$ cat config.mk
export PLATFORM = sky130hd
export DESIGN_NAME = ads_serial_rx
export DESIGN_NICKNAME = d
export VERILOG_FILES = /design/src/rtl/ads_serial_rx.sv
export SDC_FILE = /design/constraint.sdc
export NUM_CORES = 1
export LEC_CHECK = 0
export BUFFER_PORTS_ARGS = -buffer_cell sky130_fd_sc_hd__buf_2
export CAP_MARGIN = 20
export CELL_PAD_IN_SITES_DETAIL_PLACEMENT = 0
export CELL_PAD_IN_SITES_GLOBAL_PLACEMENT = 1
export CORE_AREA = 2 2 92 94
export CTS_CLUSTER_DIAMETER = 50
export CTS_CLUSTER_SIZE = 40
export DETAILED_ROUTE_END_ITERATION = 8
export DIE_AREA = 0 0 94 96
export GPL_TIMING_DRIVEN = 1
export PLACE_DENSITY = 0.57
export SYNTH_ARGS = -nofsm -noshare
export SYNTH_HDL_FRONTEND = slang
export SYNTH_SLANG_ARGS = --single-unit
$ cat constraint.sdc
create_clock -name aclk -period 3.1 [get_ports aclk]
set_input_delay 0.31 -clock aclk [delete_from_list [all_inputs] [get_ports aclk]]
set_output_delay 0.31 -clock aclk [all_outputs]
set_load 0.01 [all_outputs]
$ cat src/rtl/ads_serial_rx.sv
// Multi-lane capture front end for ADS16xx-class serial ADCs: synchronises SCLK/DRDY/DOUT,
// sequences the START pin, discards settling frames and deframes DW-bit words per lane.
`timescale 1ns/1ps
module ads_serial_rx #(
    parameter int DW        = 24,
    parameter int NCH       = 1,
    parameter int DISCARD   = 2,
    parameter int START_LOW = 16
) (
    input  logic              aclk,
    input  logic              areset_n,
    input  logic              en,
    output logic              start,
    input  logic              sclk,
    input  logic              drdy,
    input  logic [NCH-1:0]    dout,
    output logic [NCH*DW-1:0] m_data,
    output logic              m_valid,
    input  logic              m_ready,
    output logic              frame_err,
    output logic              overrun
);

    localparam int CW  = $clog2(DW + 1);
    localparam int TW  = (START_LOW > 1) ? $clog2(START_LOW) : 1;
    localparam int DCW = (DISCARD > 1) ? $clog2(DISCARD) : 1;

    localparam logic [1:0] IDLE      = 2'd0;
    localparam logic [1:0] TOGGLE    = 2'd1;
    localparam logic [1:0] WAIT_LOCK = 2'd2;
    localparam logic [1:0] CAPTURE   = 2'd3;

    logic           sclk_s1_q, sclk_s2_q, sclk_h_q;
    logic           drdy_s1_q, drdy_s2_q, drdy_h_q;
    logic [NCH-1:0] dout_s1_q, dout_s2_q;

    logic [1:0]     state_q, state_d;
    logic [TW-1:0]  tog_cnt_q, tog_cnt_d;
    logic [DCW-1:0] disc_cnt_q, disc_cnt_d;
    logic           start_q, start_d;

    logic [CW-1:0]  cnt_q, cnt_d;
    logic           armed_q, armed_d;
    logic           done_q, done_d;
    logic           ferr_q, ferr_d;
    logic           shift_en;
    logic signed [DW-1:0] shift_q [NCH];

    logic [NCH*DW-1:0] m_data_q, frame_w;
    logic           m_valid_q, m_valid_d;
    logic           ovr_q, ovr_d;
    logic           load;

    logic           drdy_rise, sclk_fall, active;

    // Synchroniser: dout rides the same two-flop depth as sclk so each bit is sampled
    // in the same aclk cycle its falling edge is seen.
    always_ff @(posedge aclk or negedge areset_n) begin
        if (!areset_n) begin
            sclk_s1_q <= 1'b0;
            sclk_s2_q <= 1'b0;
            sclk_h_q  <= 1'b0;
            drdy_s1_q <= 1'b0;
            drdy_s2_q <= 1'b0;
            drdy_h_q  <= 1'b0;
            dout_s1_q <= '0;
            dout_s2_q <= '0;
        end else begin
            sclk_s1_q <= sclk;
            sclk_s2_q <= sclk_s1_q;
            sclk_h_q  <= sclk_s2_q;
            drdy_s1_q <= drdy;
            drdy_s2_q <= drdy_s1_q;
            drdy_h_q  <= drdy_s2_q;
            dout_s1_q <= dout;
            dout_s2_q <= dout_s1_q;
        end
    end

    assign drdy_rise = drdy_s2_q & ~drdy_h_q;
    assign sclk_fall = ~sclk_s2_q & sclk_h_q;
    assign active    = en && ((state_q == WAIT_LOCK) || (state_q == CAPTURE));

    always_comb begin
        state_d    = state_q;
        tog_cnt_d  = tog_cnt_q;
        disc_cnt_d = disc_cnt_q;
        if (!en) begin
            state_d    = IDLE;
            tog_cnt_d  = '0;
            disc_cnt_d = '0;
        end else begin
            case (state_q)
                IDLE: begin
                    state_d    = TOGGLE;
                    tog_cnt_d  = '0;
                    disc_cnt_d = '0;
                end
                TOGGLE: begin
                    if (tog_cnt_q == TW'(START_LOW - 1))
                        state_d = (DISCARD == 0) ? CAPTURE : WAIT_LOCK;
                    else
                        tog_cnt_d = tog_cnt_q + TW'(1);
                end
                WAIT_LOCK: begin
                    if (done_q) begin
                        if (disc_cnt_q == DCW'(DISCARD - 1))
                            state_d = CAPTURE;
                        else
                            disc_cnt_d = disc_cnt_q + DCW'(1);
                    end
                end
                CAPTURE: state_d = CAPTURE;
                default: state_d = IDLE;
            endcase
        end
        start_d = (state_d == WAIT_LOCK) || (state_d == CAPTURE);
    end

    // Deframer: a DRDY rise takes priority over a coincident SCLK fall.
    always_comb begin
        cnt_d    = cnt_q;
        armed_d  = armed_q;
        done_d   = 1'b0;
        ferr_d   = 1'b0;
        shift_en = 1'b0;
        if (!active) begin
            cnt_d   = '0;
            armed_d = 1'b0;
        end else if (drdy_rise) begin
            ferr_d  = armed_q && (cnt_q != '0);
            cnt_d   = '0;
            armed_d = 1'b1;
        end else if (sclk_fall && armed_q) begin
            shift_en = 1'b1;
            cnt_d    = cnt_q + CW'(1);
            if (cnt_q == CW'(DW - 1)) begin
                armed_d = 1'b0;
                done_d  = 1'b1;
            end
        end
    end

    always_ff @(posedge aclk) begin
        if (shift_en) begin
            for (int k = 0; k < NCH; k++)
                shift_q[k] <= {shift_q[k][DW-2:0], dout_s2_q[k]};
        end
    end

    always_comb begin
        frame_w = '0;
        for (int k = 0; k < NCH; k++)
            frame_w[k*DW +: DW] = shift_q[k];
    end

    assign load      = done_q && (state_q == CAPTURE);
    assign m_valid_d = load | (m_valid_q & ~m_ready);
    assign ovr_d     = load & m_valid_q & ~m_ready;

    always_ff @(posedge aclk or negedge areset_n) begin
        if (!areset_n) begin
            state_q    <= IDLE;
            tog_cnt_q  <= '0;
            disc_cnt_q <= '0;
            start_q    <= 1'b0;
            cnt_q      <= '0;
            armed_q    <= 1'b0;
            done_q     <= 1'b0;
            ferr_q     <= 1'b0;
            m_valid_q  <= 1'b0;
            ovr_q      <= 1'b0;
            m_data_q   <= '0;
        end else begin
            state_q    <= state_d;
            tog_cnt_q  <= tog_cnt_d;
            disc_cnt_q <= disc_cnt_d;
            start_q    <= start_d;
            cnt_q      <= cnt_d;
            armed_q    <= armed_d;
            done_q     <= done_d;
            ferr_q     <= ferr_d;
            m_valid_q  <= m_valid_d;
            ovr_q      <= ovr_d;
            if (load)
                m_data_q <= frame_w;
        end
    end

    assign start     = start_q;
    assign m_data    = m_data_q;
    assign m_valid   = m_valid_q;
    assign frame_err = ferr_q;
    assign overrun   = ovr_q;

endmodule
# Yosys cells after proc, flatten, opt, wreduce, memory -nomap -nowiden
# Memories as Yosys holds them, arrays and structs flattened.
# Index checks and enable logic that the tools add are counted.
[totals] ram_bits=24 reg_bits=50 out_inout_bits=28 n_memories=1 inputBits=7 word_cells=86
[op_classes] n_mux=30 bitwise_logic=9 n_reduce_logical=11 n_eq_ne=13 addsub=3
[memory_table] name="shift_q" depth=1 width=24 rd=1 rd_clocked_by_memory_dff=0 wr=1 line="47" source="logic signed [DW-1:0] shift_q [NCH];"
[op_table] op="two-way mux 1 bit" n=18
[op_table] op="two-way mux 5 bit" n=3
[op_table] op="== test 2 bit, second input constant" n=4
[op_table] op="two-way mux 2 bit" n=4
[op_table] op="two-way mux 4 bit" n=2
[op_table] op="one-hot mux 2 bit (4 select lines)" n=1
[op_table] op="one-hot mux 4 bit (2 select lines)" n=1
[op_table] op="inequality test 3 x 1 -> 1 bit, second input constant" n=2
[op_table] op="inequality test 3 x 2 -> 1 bit, second input constant" n=2
[op_table] op="inequality test 3 bit, second input constant" n=2
[op_table] op="AND reduction 2 bit" n=3
[op_table] op="adder 5 x 1 -> 5 bit, second input constant" n=1
[op_table] op="bitwise AND 1 bit" n=5
[op_table] op="== test 5 bit, second input constant" n=1
[op_table] op="nonzero test 5 bit" n=1
[op_table] op="adder 4 x 1 -> 4 bit, second input constant" n=1
[op_table] op="== test 4 bit, second input constant" n=1
[op_table] op="logical AND 1 bit" n=4
[op_table] op="NOT 1 bit" n=3
[op_table] op="== test 2 x 1 -> 1 bit, second input constant" n=1
[op_table] op="zero test 2 bit" n=1
[op_table] op="logical OR 1 bit" n=2
[op_table] op="one-hot mux 1 bit (2 select lines)" n=1
[op_table] op="adder 1 bit, second input constant" n=1
[op_table] op="OR 1 bit" n=1

# Longest topological paths before layout
[logic_depth] ltp_word=8 mapped_depth=4 mapped_depth_nobuf=4

# Worst setup path after synthesis
# No wires, ideal clock.
[synth_path] path_kind="reg2reg" from="reg state_q[1]" to="mem shift_q[0][0] (enable)" slack_ns=0.915 t_arrival_ns=1.780 synth_period_minus_slack_ns=2.185 required_time_ns=2.695 path_buffers=1 stages_incl_launch_ff=5 path_cell_list="dfrtp_1 -> buf_4 -> and2_2 -> nand2_1 -> nor2_1"
[synth_via] elab_chain_len=6 elab_cells_between_ends=7 classes_between="eq/ne (2); mux (3); reduce/logical (2)"
[synth_lines] item="from (decl)" line="37" source="logic [1:0] state_q, state_d;"
[synth_lines] item="from (signal assigned)" line="175" source="state_q <= state_d;"
[synth_lines] item="== test 2 bit" line="82" source="assign active = en && ((state_q == WAIT_LOCK) || (state_q == CAPTURE));"
[synth_lines] item="logical OR 1 bit (*)" line="82"
[synth_lines] item="logical AND 1 bit (*)" line="82"
[synth_lines] item="two-way mux 1 bit (*)" line="127" source="if (!active) begin"
[synth_lines] item="via shift_en" line="46" source="logic shift_en;"
[synth_lines] item="two-way mux 1 bit (*)" line="145" source="if (shift_en) begin"
[synth_lines] item="two-way mux 1 bit (not written as such) (*)" line="147" source="shift_q[k] <= {shift_q[k][DW-2:0], dout_s2_q[k]};"
[synth_lines] item="to (decl)" line="47"
# The timed path passes the listed nets; every way through them passes the cells marked *.

# Worst setup path after layout
[layout_path] from="reg state_q[1]" to="mem shift_q[0][14] (enable)"
# Same word-level chain as after synthesis.

==> key figures <==
Cells and area
  – Commonest non-fill, non-tap cells in the layout: 50 x dfrtp_1, 34 x buf_2, 24 x edfxtp_1, 22 x mux2_2
  – Final net count: 224
  – Fillcell total: 777
  – Share of post-route cells with drive strength above 1: 36.5%
  – Most common cell after layout, fill and taps aside: dfrtp_1
  – Antenna diodes: 0
  – Area Overhead vs Synth: 17.8%

Clocking
  – H-tree Lvls: 3
  – Total CTS buffers: 9
  – Number of setup buffers added after CTS: 0
  – CTS Sinks: 74
  – CTS tree: built
  – Post_cts resized: 0
  – CTS clk-pin slew, worst paths: 0.09 ns
  – Root buf cell: clkbuf_8
  – # hold bufs at CTS: 0
  – Clock Path Buffers: 2
  – Worst-Skew Late Latency: 0.35 ns

Hold path
  – Hold crit path type: in2async

Synth
  – Synth warn: 0
  – Post-synth ARST share: 67.6%
  – Cell Area, Synth: 2720 um^2
  – Share of the yosys chip area belonging to registers: 72.4%
  – Count of cell types in the netlist: 32
  – Yosys reg bits: 74
  – Syn avg cell area: 15.8 um^2
  – Ys flop type: dfrtp_1
  – Net Count, Synth: 182
  – Cell count after synthesis: 172
  – EDFF count, synth: 24

Drt
  – Drt via density: 4.64
  – DR vias: 1,503
  – WL/cell: 14.0 um
  – Final WL: 4550 um
  – DRT iter0 DRCs: 64
  – Detail Route Antenna Nets: 0
  – Drt first pass iters: 4
  – # DRC: 0

Floorplan
  – Die Ht: 96 um
  – Die ar.: 9020 um^2
  – Core ar.: 8050 um^2
  – # rows: 33
  – Ports: 35
  – Die X: 94 um
  – Starting density of the core: 33.8%

STA
  – Crit path time final: 1.68 ns
  – Count of final hold-check violations: 0
  – Slew HR: 42.5%
  – RSZ-0062 raised after global routing: false
  – Fmax: 0.594 GHz
  – Tcrit/Tclk final: 54.3%
  – Max Slew Vio Count: 0
  – Final Skew: 0.00874 ns
  – Sum Neg Setup Slack: 0 ns
  – Final setup fails: 0
  – Worst Tran Pin Value: 0.862 ns

Setup path
  – Required @ worst endpoint: 3.12 ns
  – CP top delay family: flip-flops
  – CP max stage delay: 0.54 ns
  – CP Launch Type: flip-flop
  – Crit path arrival time: 1.71 ns
  – Cell Chain, Critical Path: and2_2, nand2_1, nor2_2, buf_4
  – Crit-path slowest cell: dfrtp_1
  – Setup Crit Path Kind: reg2reg
  – Worst setup EP type: flip-flop
  – Crit path max fanout: 24
  – WP buf/inv: 1

Power and ir drop
  – Sequential share of power: 55.9%
  – Final Power: 1.82 mW
  – Leakage: 1.49 nW
  – Combinational Power Share: 1.5%
  – Sw Share: 22.6%
  – Clock power frac: 42.6%
  – Maximum VDD drop: 0.240 mV
  – Switching power of the nets: 410 uW
  – Pint: 1.41 mW
  – PD cells: 566 nW/um^2

GRT
  – Vias in the first global route: 1,488
  – First-pass GRT wire length: 7490 um
  – Met2 track demand over resource: 16.0%
  – GR Util All Layers: 11.2%
  – Grt met1 use: 15.1%
  – Met3 Track Usage GR: 3.29%
  – Initial antenna violation count: 0
  – Most used routing layer: met2
  – Largest net degree at the start of global routing: 38
  – Total gr overflow: 0

Status
  – Status: completed

Placement
  – Port bufs: 34
  – GPL Wtd Cong: 0.736
  – DP Wirelength: 2880 um

Job
  – Max-cap violations: 0
## registers in the layout, summed over array words and instances (netlist names), 2 cells and up
register	flops
tog_cnt_q	4
cnt_q	5
shift_q	24
state_q	2
m_data	24
## layout make-up
type                       count  area (um^2)  share of cell area, %
sequential                    74         1970                   61.5
multi-input combinational     89          697                   21.7
timing repair buffer          36          185                   5.77
tap                          105          131                   4.10
clock buffer                   9          124                   3.86
clock inverter                 7         83.8                   2.61
inverter                       4         15.0                  0.468
## power by group through the flow
stage          Combinational, mW  Clock, mW  Sequential (mW)
2_1_floorplan             0.0113          0             1.03
3_3_place_gp              0.0286          0             1.04
3_5_place_dp              0.0287          0             1.04
4_1_cts                   0.0287      0.809             1.02
5_1_grt                   0.0323      0.847             1.02
6_report                  0.0269      0.773             1.02
## cell usage after synthesis, drive strengths merged, types with 2 or more instances
cell | count | share of area (%)
dfrtp | 50 | 46
edfxtp | 24 | 26
mux2 | 24 | 10
nand2 | 9 | 1.2
a21oi | 7 | 1.3
nor2 | 7 | 0.96
nand3 | 6 | 1.6
buf | 5 | 1.6
o21ai | 5 | 0.92
inv | 4 | 0.55
nor2b | 4 | 0.92
ha | 3 | 1.4
nand4 | 3 | 0.69
nand4b | 3 | 0.96
and3 | 2 | 0.46
nand2b | 2 | 0.46
nor4b | 2 | 0.64
or3 | 2 | 0.46
## worst paths after layout
kind / startpoint / end / slack, ns / cells past startpoint
min reg2reg: drdy_s1_q / drdy_s2_q / 0.35 / 0
max reg2reg: state_q[1] / shift_q[0][14] / 1.42 / 4
max in group asynchronous: areset_n / done_q / 2.31 / 2
min in group aclk: drdy / drdy_s1_q / 0.07 / 1
min: areset_n / m_data[23] / 0.07 / 1
max: state_q[1] / shift_q[0][14] / 1.42 / 4
## cell families after synthesis
family                     count (synthesis)  synth area share [%]
buffers and inverters                      9                  2.11
muxes                                     25                  10.6
and+or+nand+nor                           43                  9.60
xor gates and xnor gates                   2                 0.643
adders and majority gates                  3                  1.38
AOI/OAI and AO/OA                         16                  3.31
DFF                                       74                  72.4
## worst register-to-register path, cell delays in order, from the launching register on
cell and delay, ns:
dfrtp_1 0.54, and2_2 0.23, nand2_1 0.16, nor2_2 0.12, buf_4 0.32
## routing by layer
layer	routed length, um	part of all wire (%)
met3	180	4.0
met2	2030	45
met5	0	0
met4	107	2.4
met1	2240	49
## stage by stage
stage	util (%)	setup slack [ns]	hold WS [ns]	std cells	cell area (um^2)
after floorplan	-	0.915	0.0144	172	2720
after global placement	37.3	1.48	0.333	308	3000
after detailed placement	37.3	1.41	0.337	308	3000
after CTS	39.8	1.41	0.0495	324	3210
after global routing	39.8	1.32	0.0493	324	3210
final	39.8	1.42	0.0669	324	3210
(Power assumes the default switching activity.)
